`config.mk`:
```
export PLATFORM = sky130hd
export DESIGN_NAME = mult32x32_arbiter
export DESIGN_NICKNAME = d
export VERILOG_FILES = /design/src/rtl/mult_arb_pkg.sv /design/src/rtl/mult_rr_arbiter.sv /design/src/rtl/mult32x32_arbiter.sv
export SDC_FILE = /design/constraint.sdc
export NUM_CORES = 1
export LEC_CHECK = 0
export BUFFER_PORTS_ARGS = -buffer_cell sky130_fd_sc_hd__clkbuf_2
export CORE_AREA = 5 5 177 179
export CTS_CLUSTER_SIZE = 16
export DETAILED_ROUTE_END_ITERATION = 10
export DIE_AREA = 0 0 182 184
export GPL_ROUTABILITY_DRIVEN = 0
export PLACE_DENSITY = 0.51
export SLEW_MARGIN = 20
export SYNTH_ARGS = -nofsm -noshare
export SYNTH_HDL_FRONTEND = slang
export SYNTH_HIERARCHICAL = 1
export SYNTH_SLANG_ARGS = --single-unit
```
`constraint.sdc`:
```
create_clock -name clk -period 4.6 [get_ports clk]
set_input_delay 0.46 -clock clk [delete_from_list [all_inputs] [get_ports clk]]
set_output_delay 0.46 -clock clk [all_outputs]
set_load 0.02 [all_outputs]
```
`src/rtl/mult_arb_pkg.sv`:
```
// Shared types and widths for the mult32x32 arbiter slice.
package mult_arb_pkg;

  localparam int DEF_NUM_REQ = 4;
  localparam int OP_W        = 32;
  localparam int PROD_W      = 64;

  typedef enum logic [2:0] {
    IDLE    = 3'd0,
    START   = 3'd1,
    WAIT_HI = 3'd2,
    WAIT_LO = 3'd3,
    RESP    = 3'd4
  } arb_state_t;

endpackage

```
`src/rtl/mult_rr_arbiter.sv`:
```
// Combinational round-robin pick: first valid requester at or above rr_ptr_i, with wrap.
module mult_rr_arbiter #(
  parameter int NUM_REQ = 4,
  parameter int ID_W    = $clog2(NUM_REQ)
) (
  input  logic [NUM_REQ-1:0] req_i,
  input  logic [ID_W-1:0]    rr_ptr_i,
  output logic [NUM_REQ-1:0] grant_o,
  output logic [ID_W-1:0]    winner_o,
  output logic               any_valid_o
);

  logic            found;
  logic [ID_W-1:0] idx;

  // Modulo keeps the scan in range when NUM_REQ is not a power of two.
  always_comb begin
    grant_o  = '0;
    winner_o = '0;
    found    = 1'b0;
    idx      = '0;
    for (int k = 0; k < NUM_REQ; k++) begin
      idx = ID_W'((int'(rr_ptr_i) + k) % NUM_REQ);
      if (!found && req_i[idx]) begin
        found         = 1'b1;
        grant_o[idx]  = 1'b1;
        winner_o      = idx;
      end
    end
  end

  assign any_valid_o = |req_i;

endmodule

```
`src/rtl/mult32x32_arbiter.sv`:
```
// Round-robin sharing of one 32x32 multiplier between NUM_REQ requesters.
// Optional MULT_ARB_ZERO_BYPASS_EN: zero operands skip the multiplier and respond directly.
module mult32x32_arbiter
  import mult_arb_pkg::*;
#(
  parameter int NUM_REQ = DEF_NUM_REQ,
  parameter int ID_W    = $clog2(NUM_REQ)
) (
  input  logic                    clk,
  input  logic                    reset,
  input  logic [NUM_REQ-1:0]      req_valid,
  input  logic [NUM_REQ*OP_W-1:0] req_a,
  input  logic [NUM_REQ*OP_W-1:0] req_b,
  output logic [NUM_REQ-1:0]      req_ready,
  output logic                    mult_start,
  output logic [OP_W-1:0]         mult_a,
  output logic [OP_W-1:0]         mult_b,
  input  logic                    mult_busy,
  input  logic [PROD_W-1:0]       mult_product,
  output logic                    rsp_valid,
  input  logic                    rsp_ready,
  output logic [ID_W-1:0]         rsp_id,
  output logic [PROD_W-1:0]       rsp_product,
  output logic                    arb_busy,
  output arb_state_t              dbg_state_o,
  output logic [ID_W-1:0]         dbg_rr_ptr_o
);

  // Handshakes: a transfer happens on a rising edge where valid && ready;
  // ready never depends on valid of the same channel beyond the arbitration pick.

  arb_state_t          state_q, state_d;
  logic [ID_W-1:0]     rr_ptr_q, rr_ptr_d;
  logic [OP_W-1:0]     mult_a_q, mult_a_d;
  logic [OP_W-1:0]     mult_b_q, mult_b_d;
  logic [ID_W-1:0]     rsp_id_q, rsp_id_d;
  logic [PROD_W-1:0]   rsp_product_q, rsp_product_d;

  logic [NUM_REQ-1:0]  grant;
  logic [ID_W-1:0]     winner;
  logic                any_valid;
  logic [OP_W-1:0]     sel_a, sel_b;
  logic                zero_hit;

  mult_rr_arbiter #(
    .NUM_REQ (NUM_REQ),
    .ID_W    (ID_W)
  ) u_rr (
    .req_i       (req_valid),
    .rr_ptr_i    (rr_ptr_q),
    .grant_o     (grant),
    .winner_o    (winner),
    .any_valid_o (any_valid)
  );

  always_comb begin
    sel_a = '0;
    sel_b = '0;
    for (int k = 0; k < NUM_REQ; k++) begin
      if (grant[k]) begin
        sel_a = req_a[k*OP_W +: OP_W];
        sel_b = req_b[k*OP_W +: OP_W];
      end
    end
  end

`ifdef MULT_ARB_ZERO_BYPASS_EN
  assign zero_hit = (sel_a == '0) || (sel_b == '0);
`else
  assign zero_hit = 1'b0;
`endif

  always_comb begin
    state_d       = state_q;
    rr_ptr_d      = rr_ptr_q;
    mult_a_d      = mult_a_q;
    mult_b_d      = mult_b_q;
    rsp_id_d      = rsp_id_q;
    rsp_product_d = rsp_product_q;
    case (state_q)
      IDLE: begin
        if (any_valid) begin
          rsp_id_d = winner;
          rr_ptr_d = (winner == ID_W'(NUM_REQ - 1)) ? '0 : winner + ID_W'(1);
          if (zero_hit) begin
            rsp_product_d = '0;
            state_d       = RESP;
          end else begin
            mult_a_d = sel_a;
            mult_b_d = sel_b;
            state_d  = START;
          end
        end
      end
      START:   state_d = WAIT_HI;
      WAIT_HI: if (mult_busy) state_d = WAIT_LO;
      WAIT_LO: begin
        if (!mult_busy) begin
          rsp_product_d = mult_product;
          state_d       = RESP;
        end
      end
      RESP:    if (rsp_ready) state_d = IDLE;
      default: state_d = IDLE;
    endcase
  end

  always_ff @(posedge clk or negedge reset) begin
    if (!reset) begin
      state_q       <= IDLE;
      rr_ptr_q      <= '0;
      mult_a_q      <= '0;
      mult_b_q      <= '0;
      rsp_id_q      <= '0;
      rsp_product_q <= '0;
    end else begin
      state_q       <= state_d;
      rr_ptr_q      <= rr_ptr_d;
      mult_a_q      <= mult_a_d;
      mult_b_q      <= mult_b_d;
      rsp_id_q      <= rsp_id_d;
      rsp_product_q <= rsp_product_d;
    end
  end

  // Grant is only offered while idle and out of reset.
  assign req_ready    = (state_q == IDLE && reset) ? grant : '0;
  assign mult_start   = (state_q == START);
  assign mult_a       = mult_a_q;
  assign mult_b       = mult_b_q;
  assign rsp_valid    = (state_q == RESP);
  assign rsp_id       = rsp_id_q;
  assign rsp_product  = rsp_product_q;
  assign arb_busy     = (state_q != IDLE);
  assign dbg_state_o  = state_q;
  assign dbg_rr_ptr_o = rr_ptr_q;

endmodule

```
=== Word-level counts from Yosys, hierarchy flattened ===
Index checks and enable logic that the tools add are counted.

* Word-level logic and storage cells: 90
* Register bits: 135
* Input port bits: 328
* Output and inout port bits: 142

* Muxes and demuxes: 42
* Reduce and logical (&&, ||, !) cells: 17
* Magnitude comparators: 8
* Equality and inequality tests: 9
* Bitwise gates (word level): 4
* $add $sub $neg: 4

{| class="wikitable"
|+ Operators by type and width
! operator !! number
|-
| $mux 32 || 8
|-
| $mux 4 || 5
|-
| $pmux 3 s5 || 1
|-
| $lt 2x3->1 const B || 4
|-
| $mux 3 || 4
|-
| $or 4x4->4 || 3
|-
| $mux 1 || 11
|-
| $mux 2 || 5
|-
| $bmux 1 s2 || 4
|-
| $demux 1 s2 || 4
|-
| $ge 2x1->1 const B || 4
|-
| $logic_and 1x1->1 || 8
|-
| $eq 3x2->1 const B || 2
|-
| $ne 2x2->1 const B || 3
|-
| $add 2x1->2 const B || 2
|-
| $add 2x2->2 const B || 2
|-
| $reduce_and 2->1 || 2
|-
| $reduce_and 4->1 || 1
|-
| $reduce_or 4->1 || 1
|-
| $eq 3x1->1 const B || 1
|-
| $eq 3x3->1 const B || 1
|-
| $logic_not 1->1 || 3
|-
| $logic_not 3->1 || 1
|-
| $reduce_bool 3->1 || 1
|-
| other kinds (3) || 3
|}

=== Longest topological paths before layout ===
Gate-level depths: netlist of the first run.

* Word-level depth: 16
* Gate-level depth with buffers: 12
* Mapped depth without buffers: 9

=== Modules after synthesis ===
Netlist of the first run, hierarchy kept.

{| class="wikitable"
|+ By module, submodules not included
! module !! instances !! seq. area each (µm²) !! area an instance (µm²) !! cells each
|-
| mult32x32_arbiter || 1 || 3378.2 || 7196.9 || 740
|-
| mult_rr_arbiter || 1 || 0.0 || 411.6 || 49
|}

=== Worst setup path before layout of the first run ===
Ideal clock, no wire load.

* Path type: register to output
* Start point: register rr_ptr_q[0], in the netlist dbg_rr_ptr_o[0]
* End point: output port req_ready[2]
* Path buffers: 3
* Data arrival time: 3.108 ns
* Data required time: 4.140 ns
* Slack: 1.032 ns
* Cell stages (with the launch flop): 11
* Path through: dfrtp_1 -> buf_2 -> inv_1 -> ha_1 -> mux4_2 -> nor4b_4 -> a22oi_1 -> o21ai_0 -> clkbuf_1 -> clkbuf_1 -> and3_1

* Longest elaborated chain between the ends: 13
* Elaborated cells on any way between the ends: 48
* Those cells by class: 3 x add/sub; 8 x order compare; 24 x mux; 3 x bitwise; 10 x reduce/logical

{| class="wikitable"
|+ RTL lines
! element !! RTL line !! text
|-
| from (decl) || mult32x32_arbiter.sv:33 || <nowiki>logic [ID_W-1:0] rr_ptr_q, rr_ptr_d;</nowiki>
|-
| from (signal assigned) || mult32x32_arbiter.sv:118 || <nowiki>rr_ptr_q <= rr_ptr_d;</nowiki>
|-
| branches (longest 11 deep; another with $lt 2x3->1) || - ||
|-
| $mux 4 * || mult_rr_arbiter.sv:24 || <nowiki>if (!found && req_i[idx]) begin</nowiki>
|-
| named net grant[2] || mult32x32_arbiter.sv:39 || <nowiki>logic [NUM_REQ-1:0] grant;</nowiki>
|-
| $mux 4 * || mult32x32_arbiter.sv:127 || <nowiki>assign req_ready = (state_q == IDLE && reset) ? grant : '0;</nowiki>
|-
| to (decl) || mult32x32_arbiter.sv:14 || <nowiki>output logic [NUM_REQ-1:0] req_ready,</nowiki>
|}

Mark *: on every way through the listed nets, which the timed path passes. The select of a mux whose other input is x is not followed.

=== Worst setup path after layout of the first run ===
* Start point: register rr_ptr_q[0], in the netlist dbg_rr_ptr_o[0]
* End point: output port req_ready[0]

Same word-level chain as after synthesis.

==> results of run 1 <==
## metrics by stage
step	total power, mW	setup WS [ns]	cell area [µm²]	util (%)
after detailed placement	8.21	0.690	10200	34.9
after global routing	10.2	0.147	10800	36.8
final	9.46	0.407	10800	36.8
after global placement	8.13	0.873	10200	34.9
after CTS	9.63	0.309	10800	36.8
after floorplan	6.39	1.03	7610	-
## state kept, by name, summed over array words and instances, names as in the netlist
register / cells
dbg_rr_ptr_o: 2
dbg_state_o: 3
mult_a: 32
mult_b: 32
rsp_id: 2
rsp_product: 64
## layout by cell type (no fill, tap or decap), types with 2 or more instances in the layout
master | Yosys | final
inv_6 | 0 | 3
nor2_1 | 72 | 72
nand3b_1 | 64 | 64
nor4b_4 | 2 | 2
ha_1 | 6 | 6
mux2_2 | 68 | 68
buf_4 | 3 | 7
clkbuf_2 | 0 | 468
a221o_1 | 64 | 64
buf_12 | 0 | 3
a31oi_1 | 64 | 64
dfrtp_1 | 135 | 135
diode_2 | 0 | 2
a21oi_1 | 64 | 64
nor2b_1 | 3 | 3
and3b_1 | 2 | 2
inv_1 | 69 | 69
o21ai_4 | 0 | 4
inv_8 | 0 | 5
and3_1 | 4 | 4
a21o_1 | 2 | 2
clkbuf_16 | 0 | 17
nand2_1 | 64 | 64
nor3_1 | 2 | 2
o21ai_0 | 6 | 3
mux4_2 | 4 | 4
a22oi_1 | 9 | 9
clkinv_4 | 0 | 4
clkinvlp_4 | 0 | 2
## worst min-delay path by stage
stage                                     start                     endpoint  cells past startpoint
CTS                                       reset  rsp_product[34]$_DFFE_PN0P_                      1
detailed placement  rsp_product[21]$_DFFE_PN0P_  rsp_product[21]$_DFFE_PN0P_                      1
finish                                    reset  rsp_product[36]$_DFFE_PN0P_                      1
floorplan                                 reset  dbg_rr_ptr_o[0]$_DFFE_PN0P_                      0
global route                              reset  rsp_product[36]$_DFFE_PN0P_                      1
global placement    rsp_product[25]$_DFFE_PN0P_  rsp_product[25]$_DFFE_PN0P_                      1
## cells by family (layout without fill, tap and decap cells)
kind of cell    after synthesis  in the layout  share of synthesized area [%]
compound gates              214            214                           19.9
fa+ha+maj                     6              6                          0.987
buf+inv                     142            580                           8.19
flops                       135            135                           44.4
mux                          73             73                           11.4
other cells                   0              2                              0
simple gates                219            219                           15.2
## critical path: cells and delay by family, from the launching register on
family                   cells  cell delay [ns]
AND/OR/NAND/NOR              2             0.67
AO/OA/AOI/OAI                2             0.27
multiplexers                 1             0.44
buffers and inverters        3             0.81
adder cells (fa/ha/maj)      1             0.40
flip-flops                   1             0.72
## layer usage
metal	up-vias	track usage, %	share of wire, %
li1	3693	-	-
met1	3680	20.8	39
met2	357	30.3	50
met4	0	6.36	2.8
met5	-	0	0
met3	37	5.58	8.5
## power groups by stage
stage          sequential [mW]  clock, mW  combinational (mW)
2_1_floorplan             2.92          0                3.47
3_3_place_gp              2.23          0                5.90
3_5_place_dp              2.26          0                5.96
4_1_cts                   2.24       1.42                5.96
5_1_grt                   2.32       1.47                6.43
6_report                  2.23       1.37                5.86
## final cells by class
| class | count | area share (%) |
|---|---|---|
| antenna | 2 | 0.0462 |
| sequential | 135 | 31.2 |
| inverter | 69 | 2.39 |
| clock buffer | 18 | 4.06 |
| clock inverter | 14 | 1.23 |
| tap | 390 | 4.51 |
| timing repair buffer | 479 | 22.8 |
| multi-input combinational | 512 | 33.8 |
==> flow_summary.json, run 1 <==
{
  "cpMaxStageDelayCell": "dfrtp_1",
  "synth-seq-cells": 135,
  "post-cts-setup-buffer-count": 0,
  "synth-edff-count": 0,
  "synth-main-ff-cell": "dfrtp_1",
  "areaGrowthSynthToFinish_pct": 42.3,
  "vdd.ir_drop.worst_mv": 0.482,
  "final.min_clock_period_ns": 4.19,
  "grt_max_degree": 112,
  "p_leak_nw": 5.30,
  "fp.coreArea_um2": 29400,
  "pwr-share-clk_pct": 14.4,
  "path_clk_slew_ns": 0.07,
  "drc": 0,
  "ff_latch_area_um2": 3380,
  "finalMaxSlewViolations": 0,
  "wirelength_um": 31000,
  "fin_setup_tns_ns": 0,
  "start_util_pct": 25.9,
  "crit_required_ns": 4.14,
  "startpoint": "dbg_rr_ptr_o[0]$_DFFE_PN0P_",
  "dr.first_iter.drc_count": 307,
  "yosys.area.top_type_share_pct": 44.4,
  "grt_usage_pct": 17.6,
  "netlist_area_um2": 7610,
  "reg2regPathDepth": 10,
  "max_freq_mhz": 239,
  "finalNetCount": 1548,
  "crit_end": "req_ready[0]",
  "intPower_mw": 4.91,
  "io_buffer_count": 469,
  "cts_root_buf": "clkbuf_16",
  "slew_headroom_pct": 31.1,
  "hold_buffers": 0,
  "crit_path_cell_trace": "inv_1 > ha_1 > mux4_2 > nor4b_4 > a22oi_1 > o21ai_4 > buf_4 > and3_1 > clkbuf_2",
  "hpwl_um": 23500,
  "yosys.area.top_type": "dfrtp_1",
  "swShare_pct": 48.1,
  "regToRegEndpoint": "mult_b[4]$_DFFE_PN0P_",
  "multiInputGateArea_um2": 3660,
  "fin_crit_sh_pct": 91.1,
  "wl_per_cell_um": 19.1,
  "dp_cells": 1585,
  "worst_hold_slack_ns": 0.0247,
  "dieWidth_um": 182,
  "ys_types": 35,
  "grt_pass1_wl_um": 46100,
  "startpoint_type": "register",
  "antenna_left": 0,
  "tightest_slew_ns": 1.03,
  "clk_latency_ns": 0.42,
  "maxCapViolations": 0,
  "power.switching_mw": 4.55,
  "io_pins": 470,
  "status": "finished, final reports clean",
  "crit_fanout": 46,
  "rsz0062_at_grt": "no",
  "end_kind": "output pin",
  "vias_per_cell": 4.80,
  "finalHoldViolCount": 0,
  "die-area_um2": 33500,
  "yosysMostFrequentCell": "dfrtp_1",
  "cts_tree": "built",
  "synthCells": 789,
  "grt_pass1_vias": 7831,
  "fillers": 3065,
  "drive_gt1_share_pct": 48.1,
  "seqPwrFrac_pct": 23.6,
  "yosysSeqAreaShare_pct": 44.4,
  "p_per_area_nw_per_um2": 874,
  "stdcell_count": 1619,
  "combinationalPowerShare_pct": 62.0,
  "cts.repair.resized": 0,
  "cts_num_sinks": 135,
  "cp.arrival_ns": 3.73,
  "r2r_start": "dbg_rr_ptr_o[0]$_DFFE_PN0P_",
  "cts_buffers": 17,
  "die_h_um": 184,
  "hp-class": "primary input to async pin",
  "synth_fp_nets": 1123,
  "crit_path_max_incr_delay_ns": 0.72,
  "synth_area_leaders": "dfrtp_1 (44%), mux2_2 (10%), a221o_1 (8.4%)",
  "vias": 7767,
  "setup_viol": 0,
  "r2r_slack_ns": 0.69,
  "ys_warn_count": 6,
  "grt-ovfl-total": 0,
  "clockBufferDepth": 2,
  "rows": 63,
  "syn_avg_cell_area_um2": 9.64,
  "fin_skew_ns": 0.0145,
  "antenna_found_initial": 2,
  "synthTopCellsByCount": "dfrtp_1 (135), nor2_1 (72), inv_1 (69)",
  "synth-async-reset-ratio_pct": 100,
  "dr.pass1.iters": 4,
  "critPathKind": "register to output pin",
  "htree_levels": 4
}
Note: power is estimated with default switching activity, not from simulation.
==> inputs of run 2 (changes only) <==
--- a/config.mk
+++ b/config.mk
@@ -5,11 +5,12 @@
 export SDC_FILE = /design/constraint.sdc
 export NUM_CORES = 1
 export LEC_CHECK = 0
+export ABC_AREA = 1
 export BUFFER_PORTS_ARGS = -buffer_cell sky130_fd_sc_hd__clkbuf_2
-export CORE_AREA = 5 5 177 179
+export CORE_AREA = 5 5 180 182
 export CTS_CLUSTER_SIZE = 16
 export DETAILED_ROUTE_END_ITERATION = 10
-export DIE_AREA = 0 0 182 184
+export DIE_AREA = 0 0 185 187
 export GPL_ROUTABILITY_DRIVEN = 0
 export PLACE_DENSITY = 0.51
 export SLEW_MARGIN = 20
==> run 2 against run 1 <==
Clock power is 7% higher; die area is 3.3% higher; register-to-register slack gained 0.67 ns; sequential cell count unchanged; sequential share of layout area fell by 1.2 points; fmax is 19% higher; synthesized cell count increased by 56%; combinational power increased by 9.0%; clock skew down 0.0030 ns; cell count increased by 27%; critical path depth increased by 2; critical endpoint unchanged; largest power group unchanged.
==> flow_summary.json, run 2 <==
{
  "start_util_pct": 26.3,
  "areaGrowthSynthToFinish_pct": 40.7,
  "synthTopCellsByCount": "nand2_1 (544), dfrtp_1 (135), nor2_1 (135)",
  "synth-edff-count": 0,
  "fin_skew_ns": 0.0115,
  "diodes": 0,
  "synth_fp_nets": 1566,
  "cts_tree": "built",
  "die-area_um2": 34600,
  "stdcell_area_um2": 11300,
  "layout_commonest_cell": "nand2_1",
  "crit_required_ns": 4.14,
  "p_leak_nw": 6.92,
  "grt_usage_pct": 18.6,
  "yosys.area.top_type": "dfrtp_1",
  "cts_buffers": 17,
  "clockBufferDepth": 2,
  "final.min_clock_period_ns": 3.52,
  "yosysSeqAreaShare_pct": 42.2,
  "max_freq_mhz": 284,
  "vias_per_cell": 4.39,
  "grt_pass1_wl_um": 51000,
  "maxCapViolations": 0,
  "drc": 0,
  "grt-ovfl-total": 0,
  "synth-main-ff-cell": "dfrtp_1",
  "largest_reg_flops": 64,
  "yosys.area.top_type_share_pct": 42.2,
  "fin_setup_tns_ns": 0,
  "finalNetCount": 1990,
  "antenna_found_initial": 0,
  "end_kind": "output pin",
  "synthCells": 1232,
  "crit_fanout": 31,
  "io_pins": 470,
  "rsz0062_at_grt": "no",
  "ff_latch_area_um2": 3380,
  "hpwl_um": 25300,
  "hp-class": "primary input to register",
  "final_cell_mix": "nand2_1 (544), clkbuf_2 (468), nor2_1 (135), dfrtp_1 (135)",
  "power.switching_mw": 5.40,
  "p_per_area_nw_per_um2": 881,
  "rows": 64,
  "fp.coreArea_um2": 30400,
  "finalMaxSlewViolations": 0,
  "synth_area_leaders": "dfrtp_1 (42%), nand2_1 (26%), nor2_1 (6.3%)",
  "worst_hold_slack_ns": 0.258,
  "stdcell_count": 2064,
  "seqPwrFrac_pct": 20.8,
  "yosysMostFrequentCell": "nand2_1",
  "intPower_mw": 4.52,
  "netlist_area_um2": 8010,
  "syn_avg_cell_area_um2": 6.50,
  "dr.pass1.iters": 7,
  "vias": 9067,
  "fin_crit_sh_pct": 76.5,
  "cts_num_sinks": 135,
  "cts_root_buf": "clkbuf_16",
  "drive_gt1_share_pct": 32.3,
  "antenna_left": 0,
  "dp_cells": 2032,
  "ys_types": 26,
  "htree_levels": 4,
  "wirelength_um": 33200,
  "grt_pass1_vias": 9240,
  "finalHoldViolCount": 0,
  "synth-async-reset-ratio_pct": 100,
  "pwr-share-clk_pct": 14.8,
  "critPathKind": "register to output pin",
  "combinationalPowerShare_pct": 64.4,
  "place_area_um2": 10600,
  "path_clk_slew_ns": 0.07,
  "wl_per_cell_um": 16.1,
  "synth-seq-cells": 135,
  "dieWidth_um": 185,
  "clk_latency_ns": 0.42,
  "cp.arrival_ns": 3.06,
  "post-route-util_pct": 37.0,
  "reg2regPathDepth": 16,
  "startpoint_type": "register",
  "vdd.ir_drop.worst_mv": 0.524,
  "grt_max_degree": 103,
  "status": "finished, final reports clean",
  "ys_warn_count": 6,
  "slew_headroom_pct": 33.6,
  "fillers": 3351,
  "dr.first_iter.drc_count": 373,
  "die_h_um": 187,
  "setup_viol": 0,
  "multiInputGateArea_um2": 3980,
  "hold_depth": 3,
  "swShare_pct": 54.4,
  "io_buffer_count": 469,
  "tightest_slew_ns": 0.993
}
[run 2: layer usage]
| metal | track usage (%) | part of all wire [%] | up-vias |
|---|---|---|---|
| li1 | - | - | 4662 |
| met3 | 5.08 | 8.2 | 39 |
| met5 | 0 | 0 | - |
| met4 | 5.31 | 2.1 | 0 |
| met2 | 33.4 | 50 | 359 |
| met1 | 21.6 | 39 | 4007 |
[run 2: cells by family after synthesis]
group / count (synthesis) / synth area share [%]
AOI/OAI and AO/OA: 142 / 9.03
adders and majority gates: 6 / 0.938
buffers and inverters: 162 / 8.39
DFF: 135 / 42.2
and+or+nand+nor: 787 / 39.4
[run 2: area by class of cell]
class	count	share of cell area, %
multi-input cells	935	35.4
inverters	83	2.77
repair buffers	484	22.0
well taps	396	4.40
clock inverters	14	1.67
flip-flops and latches	135	30.0
clock buffers	17	3.78
[run 2: metrics by stage]
step | worst slack (ns) | total power, mW
3_5_place_dp | 1.32 | 8.54
5_1_grt | 0.813 | 10.9
4_1_cts | 1.02 | 10.1
3_3_place_gp | 1.41 | 8.50
6_report | 1.08 | 9.92
2_1_floorplan | 1.60 | 6.57
[run 2: power groups by stage]
stage / Clock, mW / Combinational (mW) / Sequential [mW]
3_3_place_gp: 0 / 6.43 / 2.07
5_1_grt: 1.56 / 7.22 / 2.14
3_5_place_dp: 0 / 6.46 / 2.08
6_report: 1.46 / 6.39 / 2.07
4_1_cts: 1.52 / 6.47 / 2.07
2_1_floorplan: 0 / 3.88 / 2.69
[run 2: final timing paths]
path / start / endpoint / slack (ns)
setup / recovery: dbg_rr_ptr_o[0]$_DFFE_PN0P_ / req_ready[0] / 1.08
hold / removal: mult_product[46] / rsp_product[46]$_DFFE_PN0P_ / 0.26
setup reg to reg: dbg_rr_ptr_o[0]$_DFFE_PN0P_ / mult_a[6]$_DFFE_PN0P_ / 1.36
hold reg to reg: mult_a[22]$_DFFE_PN0P_ / mult_a[22]$_DFFE_PN0P_ / 0.48
max in group asynchronous: reset / mult_b[28]$_DFFE_PN0P_ / 3.00
min in group asynchronous: reset / mult_b[11]$_DFFE_PN0P_ / 0.50
[run 2: critical path, cell delays in order (launching register included)]
cell and delay [ns]:
dfrtp_1 0.54, inv_2 0.17, ha_1 0.40, inv_1 0.11, nand2_1 0.09, nand2_2 0.06, nor2_4 0.23, nand4_1 0.14
nand3_2 0.46, inv_1 0.12, nor2_1 0.12, clkbuf_2 0.19
[run 2: repair_timing]
item	CTS	global route
resized for setup	0	0
setup buffers	0	0
hold buffers	1	0
hold endpoints to repair	33	0
